===== config.mk =====
export PLATFORM = sky130hd
export DESIGN_NAME = uart_receiver
export DESIGN_NICKNAME = d
export VERILOG_FILES = /design/src/rtl/uart_receiver_pkg.sv /design/src/rtl/uart_rx_oversampler.sv /design/src/rtl/uart_receiver.sv
export SDC_FILE = /design/constraint.sdc
export NUM_CORES = 1
export LEC_CHECK = 0
export BUFFER_PORTS_ARGS = -buffer_cell sky130_fd_sc_hd__buf_4
export CAP_MARGIN = 20
export CORE_UTILIZATION = 55
export CTS_CLUSTER_DIAMETER = 200
export DETAILED_ROUTE_END_ITERATION = 8
export HOLD_SLACK_MARGIN = 0.15
export PLACE_DENSITY_LB_ADDON = 0.05
export SLEW_MARGIN = 15
export SYNTH_ARGS = -nofsm -noshare
export SYNTH_HDL_FRONTEND = slang
export SYNTH_SLANG_ARGS = --single-unit

===== constraint.sdc =====
create_clock -name clk -period 6.4 [get_ports clk]
set_input_delay 0 -clock clk [delete_from_list [all_inputs] [get_ports clk]]
set_output_delay 0 -clock clk [all_outputs]
set_load 0.005 [all_outputs]

===== src/rtl/uart_receiver_pkg.sv =====
// Shared definitions for the UART receive path: FSM states, status-register
// bit positions, stop-bit field codes and the legal data-length range.
package uart_receiver_pkg;

  typedef enum logic [2:0] {
    ST_IDLE   = 3'd0,
    ST_START  = 3'd1,
    ST_DATA   = 3'd2,
    ST_PARITY = 3'd3,
    ST_STOP   = 3'd4
  } rx_state_e;

  localparam int STAT_EN      = 0;
  localparam int STAT_LEN_LO  = 1;
  localparam int STAT_LEN_HI  = 4;
  localparam int STAT_PAR     = 5;
  localparam int STAT_STOP_LO = 6;
  localparam int STAT_STOP_HI = 7;

  localparam logic [1:0] STOP_CODE_ONE = 2'b01;
  localparam logic [1:0] STOP_CODE_TWO = 2'b10;

  localparam logic [3:0] LEN_MIN = 4'd5;
  localparam logic [3:0] LEN_MAX = 4'd9;

  localparam int MAX_DATA_W = 9;
  localparam int BUF_W      = 16;

  function automatic logic len_valid(input logic [3:0] len);
    return (len >= LEN_MIN) && (len <= LEN_MAX);
  endfunction

endpackage


===== src/rtl/uart_rx_oversampler.sv =====
// Oversample tick generator: counts 0..divisor and pulses tick on the last
// count, so a tick occurs every divisor+1 clocks. clear restarts the count.
module uart_rx_oversampler (
  input  logic        clk,
  input  logic        rst,
  input  logic [31:0] divisor,
  input  logic        clear,
  output logic        tick
);

  logic [31:0] cnt_q, cnt_d;
  logic        at_top;

  // >= rather than == so a divisor lowered mid-count still wraps promptly
  assign at_top = (cnt_q >= divisor);
  assign tick   = at_top;

  always_comb begin
    cnt_d = cnt_q + 32'd1;
    if (clear || at_top) cnt_d = '0;
  end

  always_ff @(posedge clk or negedge rst) begin
    if (!rst) cnt_q <= '0;
    else      cnt_q <= cnt_d;
  end

endmodule


===== src/rtl/uart_receiver.sv =====
// UART receiver: RX synchronizer, start/bit framing FSM sampling mid-bit on
// the oversample tick, LSB-first shift register, parity/stop/overrun flags.
module uart_receiver
  import uart_receiver_pkg::*;
#(
  parameter int OVERSAMPLE  = 16,
  parameter int SYNC_STAGES = 2
) (
  input  logic             clk,
  input  logic             rst,
  input  logic [31:0]      Baud_Rate_Holding_Register,
  input  logic [15:0]      Receiver_Status,
  input  logic             RX,
  input  logic             rx_read,
  output logic [BUF_W-1:0] Receiver_Buffer_Register,
  output logic             rx_valid,
  output logic             parity_error,
  output logic             framing_error,
  output logic             overrun_error
);

  localparam int              PH_W    = $clog2(OVERSAMPLE);
  localparam logic [PH_W-1:0] PH_MID  = PH_W'(OVERSAMPLE / 2 - 1);
  localparam logic [PH_W-1:0] PH_LAST = PH_W'(OVERSAMPLE - 1);

  rx_state_e              state_q, state_d;
  logic [SYNC_STAGES-1:0] sync_q, sync_d;
  logic                   rx_prev_q, rx_prev_d;
  logic [PH_W-1:0]        phase_q, phase_d;
  logic [3:0]             bit_cnt_q, bit_cnt_d;
  logic [3:0]             len_q, len_d;
  logic                   par_en_q, par_en_d;
  logic                   two_stop_q, two_stop_d;
  logic                   stop_idx_q, stop_idx_d;
  logic [MAX_DATA_W-1:0]  shift_q, shift_d;
  logic                   par_err_q, par_err_d;
  logic                   stop_err_q, stop_err_d;
  logic [BUF_W-1:0]       buf_q, buf_d;
  logic                   valid_q, valid_d;
  logic                   pe_q, pe_d;
  logic                   fe_q, fe_d;
  logic                   ovr_q, ovr_d;

  logic       tick, rx_s, en, start_go, sample, complete, fe_now;
  logic [3:0] cfg_len;
  logic [7:0] unused_status;

  assign rx_s          = sync_q[SYNC_STAGES-1];
  assign en            = Receiver_Status[STAT_EN];
  assign cfg_len       = Receiver_Status[STAT_LEN_HI:STAT_LEN_LO];
  assign unused_status = Receiver_Status[15:8];

  // Edge-based start detect: after a break the line must return high first
  assign start_go = en && (state_q == ST_IDLE) && rx_prev_q && !rx_s && len_valid(cfg_len);
  assign sample   = tick && (phase_q == PH_MID);

  uart_rx_oversampler u_oversampler (
    .clk     (clk),
    .rst     (rst),
    .divisor (Baud_Rate_Holding_Register),
    .clear   (start_go || !en),
    .tick    (tick)
  );

  always_comb begin
    state_d    = state_q;
    sync_d     = {sync_q[SYNC_STAGES-2:0], RX};
    rx_prev_d  = rx_s;
    phase_d    = phase_q;
    bit_cnt_d  = bit_cnt_q;
    len_d      = len_q;
    par_en_d   = par_en_q;
    two_stop_d = two_stop_q;
    stop_idx_d = stop_idx_q;
    shift_d    = shift_q;
    par_err_d  = par_err_q;
    stop_err_d = stop_err_q;
    buf_d      = buf_q;
    valid_d    = valid_q;
    pe_d       = pe_q;
    fe_d       = fe_q;
    ovr_d      = ovr_q;
    complete   = 1'b0;
    fe_now     = stop_err_q | ~rx_s;

    if (tick && (state_q != ST_IDLE))
      phase_d = (phase_q == PH_LAST) ? '0 : phase_q + 1'b1;

    if (!en) begin
      state_d   = ST_IDLE;
      phase_d   = '0;
      bit_cnt_d = '0;
    end else begin
      case (state_q)
        ST_IDLE: begin
          if (start_go) begin
            state_d    = ST_START;
            phase_d    = '0;
            bit_cnt_d  = '0;
            len_d      = cfg_len;
            par_en_d   = Receiver_Status[STAT_PAR];
            two_stop_d = (Receiver_Status[STAT_STOP_HI:STAT_STOP_LO] == STOP_CODE_TWO);
            stop_idx_d = 1'b0;
            shift_d    = '0;
            par_err_d  = 1'b0;
            stop_err_d = 1'b0;
          end
        end
        ST_START: begin
          if (sample) state_d = rx_s ? ST_IDLE : ST_DATA;
        end
        ST_DATA: begin
          if (sample) begin
            shift_d[bit_cnt_q] = rx_s;
            if (bit_cnt_q == len_q - 4'd1) begin
              bit_cnt_d = '0;
              state_d   = par_en_q ? ST_PARITY : ST_STOP;
            end else begin
              bit_cnt_d = bit_cnt_q + 4'd1;
            end
          end
        end
        ST_PARITY: begin
          if (sample) begin
            par_err_d = (^shift_q) ^ rx_s;
            state_d   = ST_STOP;
          end
        end
        ST_STOP: begin
          if (sample) begin
            stop_err_d = fe_now;
            if (!two_stop_q || stop_idx_q) begin
              complete = 1'b1;
              state_d  = ST_IDLE;
            end else begin
              stop_idx_d = 1'b1;
            end
          end
        end
        default: state_d = ST_IDLE;
      endcase
    end

    // A completion wins over a read; a coincident read suppresses overrun
    if (complete) begin
      buf_d   = {{(BUF_W - MAX_DATA_W){1'b0}}, shift_q};
      valid_d = 1'b1;
      pe_d    = par_err_q;
      fe_d    = fe_now;
      ovr_d   = valid_q && !rx_read;
    end else if (rx_read) begin
      valid_d = 1'b0;
      pe_d    = 1'b0;
      fe_d    = 1'b0;
      ovr_d   = 1'b0;
    end
  end

  always_ff @(posedge clk or negedge rst) begin
    if (!rst) begin
      state_q    <= ST_IDLE;
      sync_q     <= '1;
      rx_prev_q  <= 1'b1;
      phase_q    <= '0;
      bit_cnt_q  <= '0;
      len_q      <= '0;
      par_en_q   <= 1'b0;
      two_stop_q <= 1'b0;
      stop_idx_q <= 1'b0;
      shift_q    <= '0;
      par_err_q  <= 1'b0;
      stop_err_q <= 1'b0;
      buf_q      <= '0;
      valid_q    <= 1'b0;
      pe_q       <= 1'b0;
      fe_q       <= 1'b0;
      ovr_q      <= 1'b0;
    end else begin
      state_q    <= state_d;
      sync_q     <= sync_d;
      rx_prev_q  <= rx_prev_d;
      phase_q    <= phase_d;
      bit_cnt_q  <= bit_cnt_d;
      len_q      <= len_d;
      par_en_q   <= par_en_d;
      two_stop_q <= two_stop_d;
      stop_idx_q <= stop_idx_d;
      shift_q    <= shift_d;
      par_err_q  <= par_err_d;
      stop_err_q <= stop_err_d;
      buf_q      <= buf_d;
      valid_q    <= valid_d;
      pe_q       <= pe_d;
      fe_q       <= fe_d;
      ovr_q      <= ovr_d;
    end
  end

  assign Receiver_Buffer_Register = buf_q;
  assign rx_valid                 = valid_q;
  assign parity_error             = pe_q;
  assign framing_error            = fe_q;
  assign overrun_error            = ovr_q;

endmodule


### Word level (Yosys, flattened, before mapping)

Index checks and enable logic that the tools add are counted.

| word-level totals | value |
|---|---|
| bits in registers | 77 |
| bits of input ports | 52 |

| cells by class | value |
|---|---|
| add/subtract/negate cells | 4 |
| $lt $le $gt $ge | 5 |
| equality and inequality tests | 21 |
| multiplexer cells | 45 |
| bitwise operators | 3 |
| reductions and logical operators | 30 |

Operator list:

| cell | count |
|---|---|
| 4-bit two-way mux | 9 |
| 32-bit by 1-bit adder with 32-bit output, second input constant | 1 |
| 32-bit greater-or-equal comparator | 1 |
| 32-bit two-way mux | 1 |
| 3-bit two-way mux | 9 |
| 3-bit != test, second input constant | 7 |
| 9-bit two-way mux | 2 |
| 9-bit case mux with 2 select lines | 1 |
| 1-bit two-way mux | 15 |
| 3-bit case mux with 5 select lines | 1 |
| 4-bit AND reduction | 3 |
| 2-bit != test, second input constant | 5 |
| 9-bit bitwise mux | 1 |
| 1-bit logical AND | 9 |
| 9-bit XOR reduction | 1 |
| 4-bit by 1-bit adder with 4-bit output, second input constant | 2 |
| 4-bit case mux with 2 select lines | 1 |
| 2-bit nonzero test | 4 |
| 7-bit AND reduction | 1 |
| 3-bit by 2-bit == test with 1-bit output, second input constant | 2 |
| 1-bit case mux with 2 select lines | 3 |
| 3-bit AND reduction | 2 |
| 4-bit by 5-bit less-than comparator with 1-bit output, second input constant | 1 |
| 5-bit AND reduction | 1 |
| 20 further kinds | 25 |

### Logic depth before layout (Yosys ltp)

Gate-level depths: netlist (run 1).

| depth | value |
|---|---|
| depth after elaboration | 8 |
| gate-level depth with buffers | 11 |
| mapped depth without buffers | 9 |

### Hierarchy

A second synthesis (run 1) with hierarchy kept.

| unflattened totals | value |
|---|---|
| cells, all modules | 505 |
| area total of the unflattened synthesis | 4765.8 um^2 |

Modules (own cells, without submodules):

| module | instances | cells each | area an instance (um^2) | sequential area each (um^2) |
|---|---|---|---|---|
| uart_receiver | 1 | 242 | 2423.6 | 1129.8 |
| uart_rx_oversampler | 1 | 263 | 2342.2 | 800.8 |

### Worst setup path after synthesis (run 1)

Ideal clock, no wire load.

| path | value |
|---|---|
| kind | reg-to-reg |
| from | register u_oversampler.cnt_q[27] |
| to | register buf_q[4] (netlist: Receiver_Buffer_Register[4]) |
| data arrival time | 2244 ps |
| path slack | 4032 ps |
| cell stages (with the launch flop) | 9 |
| cells stage by stage | dfrtp_1 > ha_1 > nand4_1 > nor4_4 > nand2_2 > a31oi_4 > o211a_2 > buf_2 > mux2_2 |

| between the ends | value |
|---|---|
| word-level cells in the longest chain between the ends | 5 |

Ends and longest elaborated chain:

| item | line | text |
|---|---|---|
| from (decl) | uart_rx_oversampler.sv:11 | `logic [31:0] cnt_q, cnt_d;` |
| from (signal assigned) | uart_rx_oversampler.sv:25 | `else cnt_q <= cnt_d;` |
| 32-bit greater-or-equal comparator | uart_rx_oversampler.sv:15 | `assign at_top = (cnt_q >= divisor);` |
| 1-bit logical AND | uart_receiver.sv:55 | `assign sample = tick && (phase_q == PH_MID);` |
| 1-bit two-way mux | uart_receiver.sv:130 | `if (sample) begin` |
| 1-bit two-way mux | uart_receiver.sv:94 | `case (state_q)` |
| 1-bit two-way mux | uart_receiver.sv:89 | `if (!en) begin` |
| to (signal assigned) | uart_receiver.sv:191 | `buf_q <= buf_d;` |
| to (decl) | uart_receiver.sv:38 | `logic [BUF_W-1:0] buf_q, buf_d;` |

Every way passes these cells.
A chain may end at the register's enable or synchronous reset.

### Worst setup path in the final report (run 1)

| path | value |
|---|---|
| from | register u_oversampler.cnt_q[27] |
| to | register shift_q[8] |

| between the ends | value |
|---|---|
| word-level cells in the longest chain between the ends | 4 |

Ends and longest elaborated chain:

| item | line | text |
|---|---|---|
| 32-bit greater-or-equal comparator | uart_rx_oversampler.sv:15 |  |
| 1-bit logical AND | uart_receiver.sv:55 |  |
| 2-bit != test (no source line) | n/a |  |
| 4-bit AND reduction (no source line) | n/a |  |
| to (signal assigned) | uart_receiver.sv:188 | `shift_q <= shift_d;` |
| to (decl) | uart_receiver.sv:35 | `logic [MAX_DATA_W-1:0] shift_q, shift_d;` |

Every way passes these cells.

==> key figures, run 1 <==
Status
  – Status: finished, final reports clean

Timing
  – Slew HR: 35.3%
  – Fmax: around 340 MHz
  – Clock Skews: 15.1 ps
  – RSZ-0062 raised after global routing: no
  – Final period util: between 40% and 50%
  – Worst-Margin Slew: 970 ps
  – Setup TNS: 0 ps
  – Hold Fails Final Rpt: 0
  – Final Max Slew Viols: 0
  – Minimum clock period: between 2000 and 3000 ps
  – Setup Viol. Count Final: 0

Yosys
  – Synthesized area: 4730 µm²
  – FFs w/ async S/R, synth: between 90% and 100%
  – Seq/Total Area, Yosys: ~41%
  – Avg Inst Size Synth: about 9.4 µm²
  – Unique cell type count in the Yosys netlist: 62
  – Seq cells post-synth: 77
  – Area contributors post-synth: dfrtp_1, ha_1, xnor2_1
  – EDFF count, synth: 0
  – Ys flop type: dfrtp_1
  – Leading area contributor after synthesis: dfrtp_1
  – Yosys Warn Count: 0
  – Share of the synthesized area in the top cell type: 39.2%
  – Mapped Cells: 504

Layout
  – Commonest non-fill, non-tap cell in the layout: dfrtp_1
  – Share of cells above drive strength 1: around 17%
  – P&R area growth vs syn: 16.5%
  – Antenna Cells: 0
  – Final nets: about 660
  – Most frequent cells in the layout: dfrtp_1, buf_4, nor2_1
  – Final cell count without fillers: 680
  – Finished Cell Area: 5500 µm²

Hold path
  – Worst min-delay path category: in2async

Route
  – Remaining DRCs: 0
  – Drt wl/cell: 13.8 µm
  – DRT iter0 DRCs: 165
  – Vias: roughly 3700
  – Pre-antenna DRT Iters: 4
  – WL final: 9370 µm
  – Post-route ant nets: 0
  – Routed vias/inst: around 5.5

CTS
  – Clk_lat worst skew: ~350 ps
  – CTS H-Tree Depth: 3
  – Clock buffer depth: 2
  – Number of CTS-inserted buffers: 9
  – Root Driver: clkbuf_8
  – CTS Sinks: 77
  – CTS clk-pin slew, worst paths: 100 ps
  – TritonCTS clock tree: built

Placed design
  – Port Buffer Count: between 50 and 60
  – # placed instances: around 650
  – Detailed Place HPWL: around 6800 µm
  – Placer Congestion: between 0.7 and 0.8
  – Post-Place Cell Area: 5180 µm²

Pwr
  – Overall Power: between 0.0009 and 0.001 W
  – Worst VDD drop: between 100 and 150 µV
  – Leakage: approximately 2.6 nW
  – Pwr/cell area: about 170 nW/µm²

Worst setup path
  – CP Launch Type: register
  – Crit end category: register
  – Setup Crit Path Kind: reg2reg
  – RR Startpoint: u_oversampler.cnt_q[27]
  – CP top delay family: compound AO/OA/AOI/OAI gates
  – CP cell instances: ha_1 -> nand4_1 -> nor4_4 -> a22oi_1 -> nand3_1 -> o21ai_2 -> o41ai_1 -> a32o_1
  – CP startpoint: u_oversampler.cnt_q[27]
  – Slowest CP cell: o21ai_2
  – CP peak stage delay: between 800 and 900 ps
  – Worst-path fanout max: 25
  – WP data required: 6650 ps
  – CP arrival: about 3200 ps
  – Worst Path Buf+Inv: 0

Global routing
  – Largest net degree at the start of global routing: a little under 80
  – Initial antenna violation count: 0
  – Vias in the first global route: 3576
  – First-pass GRT wire length: roughly 16000 µm
  – Gr usage total: a little under a quarter
  – Grt ovf: 0

Floorplanning
  – IO Pins: 72
  – Die X: 94.7 µm
  – Row Count: 33
  – Initial Utilization: 57.2%
  – Die height: ~95 µm
  – Overall die area: approximately 9000 µm²
  – Core ar.: roughly 8300 µm²

Job
  – Max Cap Viol: 0
## metal layers
layer	GRT usage, %	wire [µm]	part of all wire, %	up-vias
met5	0	0	0	-
li1	-	-	-	1847
met3	3.70	399	4.3	12
met4	7.95	123	1.3	0
met1	33.0	4680	50	1764
met2	35.4	4170	44	88
## sequential cells by signal (all words and copies together) (netlist names)
register	cells
par_err_q	1
u_oversampler.cnt_q	32
phase_q	4
rx_valid	1
two_stop_q	1
parity_error	1
state_q	3
Receiver_Buffer_Register	9
stop_err_q	1
shift_q	9
framing_error	1
rx_prev_q	1
len_q	4
stop_idx_q	1
sync_q	2
bit_cnt_q	4
par_en_q	1
overrun_error	1
## cell type report
type / count / area [µm²]
Fill cell: 695 / 2750
Inverter: 49 / 184
Sequential cell: 77 / 1930
Timing Repair Buffer: 69 / 556
Clock inverter: 7 / 63.8
Clock buffer: 9 / 124
Multi-Input combinational cell: 364 / 2510
Tap cell: 105 / 131
## repair_timing
item                                    4_1_cts  5_1_grt
hold buffers                                 12        0
setup buffers                                 0        0
endpoints found under the hold margin        90        0
gates resized for setup                       0        0
endpoints found under the setup margin        0        0
## stage by stage
stage | hold slack, ps | worst slack (ps) | util (%)
final | 325 | 3500 | 66.7
after detailed placement | 119 | 3420 | 62.7
after global placement | 123 | 3480 | 62.7
after floorplan | -296 | 4030 | -
after CTS | 310 | 3400 | 66.5
after global routing | 314 | 3330 | 66.7
## cells by family (layout without fill, tap and decap cells)
family | Yosys count | count (layout) | share of synthesized area (%)
compound gates | 78 | 78 | 11.4
xor+xnor | 43 | 43 | 7.97
fa+ha+maj | 39 | 39 | 10.3
buf+inv | 69 | 134 | 6.41
flops | 77 | 77 | 40.9
mux | 16 | 16 | 3.71
other cells | 1 | 7 | 0.0794
simple gates | 181 | 181 | 19.3
## path summary, 6_finish.rpt
| kind | endpoint | slack [ps] | depth (start not counted) |
|---|---|---|---|
| min in group clk | sync_q[0] | 330 | 2 |
| min reg2reg | sync_q[1] | 360 | 0 |
| max reg2reg | shift_q[8] | 3500 | 8 |
| max in group asynchronous | phase_q[1] | 5430 | 2 |
| max | shift_q[8] | 3500 | 8 |
| min | u_oversampler.cnt_q[19] | 330 | 2 |
## cells in the mapped netlist, drive strengths merged, types with 2 or more instances
cell type and n:
nor2 52, nor3 7, nand2b 6, o21a 3, nor3b 3, nand4b 2, a21o 4, buf 16
mux2 12, xor2 20, o311ai 4, mux2i 4, a21oi 22, o2bb2ai 4, dfstp 3, nor2b 5
dfrtp 74, a31oi 6, inv 49, o22ai 2, nand4 10, a32o 6, nor4 5, and3 5
nand2 51, and4 3, ha 39, or3 6, clkbuf 4, nand3 19, o21ai 17, xnor2 23
## power by group
part           internal, W  leakage, nW  switching, W
logic            0.0000498         1.47     0.0000515
clock network     0.000150       0.0903      0.000200
registers         0.000496         1.05    0.00000896
Power figures use the tool's default switching activity.
==> run 2: changes to the inputs <==
Settings changed: ABC_AREA set to 1, CORE_UTILIZATION 55 to 53.
Clock period 6.4 ns to 2.4 ns, I/O delays scaled along.
==> run 2 against run 1 <==
Fmax rose by 31%. Setup slack worse by 3300 ps. Die area rose by 12%. Combinational power grew to 11 times the previous value. Sequential share of layout area fell by 3.5 points. Sequential cell count did not move. Wire length up 20%. Count of clock-buffer cells in the layout unchanged. Power rose to 4.0 times the previous value. Synthesized cell count is 34% higher. Design area is 11% higher.
==> key figures, run 2 <==
Timing
  – Clock Skews: 19.7 ps (+4.61 ps)
  – Slew HR: 34.3% (-1.0 points)
  – Worst-Margin Slew: 986 ps (+15.8 ps)
  – Setup Viol. Count Final: 0 (unchanged)
  – Final hold slack: 262 ps (-63.7 ps)
  – RSZ-0062 raised after global routing: no
  – Final period util: 92.6% (+47 points)
  – Fmax: 450 MHz (+31%)
  – Hold Fails Final Rpt: 0 (unchanged)
  – Minimum clock period: 2220 ps (-682 ps)
  – Final Max Slew Viols: 0 (unchanged)

Pwr
  – Pwr/cell area: 620 nW/µm² (+260%)
  – Worst VDD drop: 446 µV (+290%)
  – Overall Power: 0.00380 W (+300%)
  – Leakage: 3.20 nW (+22%)

Worst setup path
  – R2R Path End: shift_q[8]
  – CP arrival: 2480 ps (-670 ps)
  – R2r setup slk: 180 ps (-3320 ps)
  – CP top delay family: simple AND/OR/NAND/NOR gates
  – WP data required: 2660 ps (-3990 ps)
  – CP cell instances: ha_4 -> nand2_1 -> inv_1 -> nand2_1 -> nor2_1 -> nor2_1 -> nand2_1 -> nand2_1 -> nand2_1 -> nand2_2 -> nand2_2 -> nand2_4 -> nand2_1 -> nand4_1 -> nand2_1 -> nand2_1
  – Worst-path fanout max: 9 (-64%)
  – Setup Crit Path Kind: reg2reg
  – Crit-path most repeated cell: nand2_1
  – R2R depth: 16 (+8)
  – Crit end category: register
  – RR Startpoint: u_oversampler.cnt_q[7]
  – CP peak stage delay: 440 ps (-400 ps)
  – CP Launch Type: register
  – Slowest CP cell: dfrtp_1
  – Worst Path Buf+Inv: 1 (+1)

Floorplanning
  – Core ar.: 9330 µm² (+13%)
  – IO Pins: 72 (unchanged)
  – Die X: 100 µm (+6.0%)
  – Die height: 100 µm (+6.0%)
  – Row Count: 35 (+6.1%)
  – Overall die area: 10100 µm² (+12%)
  – Initial Utilization: 55.0% (-2.3 points)

Layout
  – Filler Cells Inserted: 829 (+19%)
  – P&R area growth vs syn: 19.4%
  – Share of cells above drive strength 1: 16.3% (-1.1 points)
  – Multi-input logic area: 2770 µm² (+10%)
  – Max reg flops: 32 (unchanged)
  – Final cell count without fillers: 892 (+31%)
  – Commonest non-fill, non-tap cell in the layout: nand2_1
  – Most frequent cells in the layout: nand2_1, inv_1, dfrtp_1
  – Finished Cell Area: 6120 µm² (+11%)
  – Sequential cell area: 1930 µm² (unchanged)
  – Final nets: 849 (+28%)
  – Largest Register: u_oversampler.cnt_q
  – Antenna Cells: 0 (unchanged)

Global routing
  – Largest net degree at the start of global routing: 78 (unchanged)
  – Vias in the first global route: 4248 (+19%)
  – First-pass GRT wire length: 19200 µm (+19%)
  – Grt ovf: 0 (unchanged)
  – Initial antenna violation count: 0 (unchanged)
  – Gr usage total: 24.0% (+1.0 points)

Yosys
  – Most repeated cell in the gate-level netlist after synthesis: nand2_1
  – Area contributors post-synth: dfrtp_1, nand2_1, ha_1
  – Seq/Total Area, Yosys: 37.7% (-3.2 points)
  – Most frequent cells after synthesis: nand2_1, inv_1, dfrtp_1, nor2_1, ha_1
  – Unique cell type count in the Yosys netlist: 45 (-27%)
  – Mapped Cells: 676 (+34%)
  – Share of the synthesized area in the top cell type: 36.1% (-3.1 points)
  – Synthesized area: 5130 µm² (+8.5%)
  – Multiplexer area fraction after synthesis: 0% (-3.7 points)
  – Ys flop type: dfrtp_1
  – FFs w/ async S/R, synth: 100% (unchanged)
  – Largest family of logic cells by synthesized area: simple AND/OR/NAND/NOR gates
  – Synth Area in Compound Gates: 7.54% (-3.8 points)
  – Yosys Warn Count: 0 (unchanged)
  – Leading area contributor after synthesis: dfrtp_1
  – Post-Synth Simple-Gate Area: 30.1% (+11 points)
  – Adder-Cell Fraction of Synth Area: 9.52% (-0.81 points)
  – EDFF count, synth: 0 (unchanged)
  – Avg Inst Size Synth: 7.58 µm² (-19%)
  – XOR/XNOR Fraction of Synth Area: 5.30% (-2.7 points)
  – Seq cells post-synth: 77 (unchanged)

Placed design
  – Detailed Place HPWL: 8350 µm (+23%)
  – Port Buffer Count: 56 (unchanged)
  – Post-Place Cell Area: 5710 µm² (+10%)
  – # placed instances: 863 (+33%)
  – Placer Congestion: 0.899 (+13%)

CTS
  – CTS H-Tree Depth: 3 (unchanged)
  – Clock buffer depth: 2 (unchanged)
  – Clk_lat worst skew: 360 ps (about the same)
  – CTS Sinks: 77 (unchanged)
  – CTS clk-pin slew, worst paths: 100 ps (about the same)
  – Number of CTS-inserted buffers: 9 (unchanged)
  – TritonCTS clock tree: built
  – Root Driver: clkbuf_8

Route
  – Metal2 WL: 4880 µm (+17%)
  – Pre-antenna DRT Iters: 5 (+1)
  – Drt wl/cell: 12.6 µm (-8.7%)
  – M1 wire length: 5720 µm (+22%)
  – Met3 WL: 506 µm (+27%)
  – DRT iter0 DRCs: 221 (+34%)
  – Vias: 4526 (+22%)
  – WL final: 11200 µm (+20%)
  – Top layer reached by signal wires: met4
  – Post-route ant nets: 0 (unchanged)
  – Routed vias/inst: 5.07 (-7.0%)
  – Remaining DRCs: 0 (unchanged)

Status
  – Status: finished, final reports clean

Hold path
  – Hold Crit Start: Receiver_Status[3]
  – WHS Path Cells: 6
  – Worst min-delay path category: in2reg
  – Hold endpoint: len_q[0]

Job
  – Max Cap Viol: 0 (unchanged)
-- run 2: cell count changes in the layout (fill, tap and decap cells not counted), moves of 16 or more --
cell and delta:
nand4_1 +24, nor2_1 +22, nand3_1 +16, nand2_1 +98, inv_1 +48
-- run 2: through the flow --
stage | setup TNS [ps] | util, % | worst slack, ps
5_1_grt | 0 | 65.6 | 15.4
6_report | 0 | 65.6 | 178
4_1_cts | 0 | 65.0 | 56.0
2_1_floorplan | 0 | - | 424
3_3_place_gp | 0 | 61.2 | 87.2
3_5_place_dp | -18.5 | 61.2 | -18.5
-- run 2: where the power goes --
group | switching [W] | total, W | internal (W) | leakage (nW)
registers | 0.0000921 | 0.00149 | 0.00140 | 1.05
clock network | 0.000546 | 0.00115 | 0.000603 | 0.110
logic | 0.000723 | 0.00116 | 0.000440 | 2.04
-- run 2: worst min-delay path, cell delays in order --
cell	delay, ps
buf_4	70
inv_1	40
a21oi_1	160
nor2_1	70
nand4_1	140
o21ai_0	90
-- run 2: worst max-delay path by stage --
stage / start / to / slack, ps / cells past startpoint
6_report: u_oversampler.cnt_q[7] / shift_q[8] / 180 / 16
5_1_grt: u_oversampler.cnt_q[7] / par_err_q / 20 / 19
4_1_cts: u_oversampler.cnt_q[7] / par_err_q / 60 / 19
3_5_place_dp: u_oversampler.cnt_q[7] / framing_error / -20 / 16
3_3_place_gp: u_oversampler.cnt_q[7] / framing_error / 90 / 16
2_1_floorplan: u_oversampler.cnt_q[5] / Receiver_Buffer_Register[0] / 420 / 17
-- run 2: area by class of cell --
class	count	share of cell area, %
multi-input cells	487	45.2
flip-flops and latches	77	31.5
repair buffers	81	10.5
inverters	102	6.40
well taps	129	2.64
clock buffers	9	2.02
clock inverters	7	1.74
-- run 2: kinds of logic (layout without fill, tap and decap cells) --
kind of cell	count (synthesis)	in the layout
adders and majority gates	39	39
DFF	77	77
buffers and inverters	118	199
and+or+nand+nor	340	340
AOI/OAI and AO/OA	70	70
other	1	7
xor gates and xnor gates	31	31
-- run 2: routing by layer --
metal,up-vias,GRT usage [%]
met2,109,38.0
met3,12,3.76
met1,2071,34.5
li1,2334,-
met4,0,6.02
met5,-,0
-- run 2: what timing repair did --
action	4_1_cts	5_1_grt
setup endpoints to repair	3	28
hold buffers	12	0
cloned	0	0
endpoints found under the hold margin	90	0
setup buffers	0	1
resized for setup	2	10
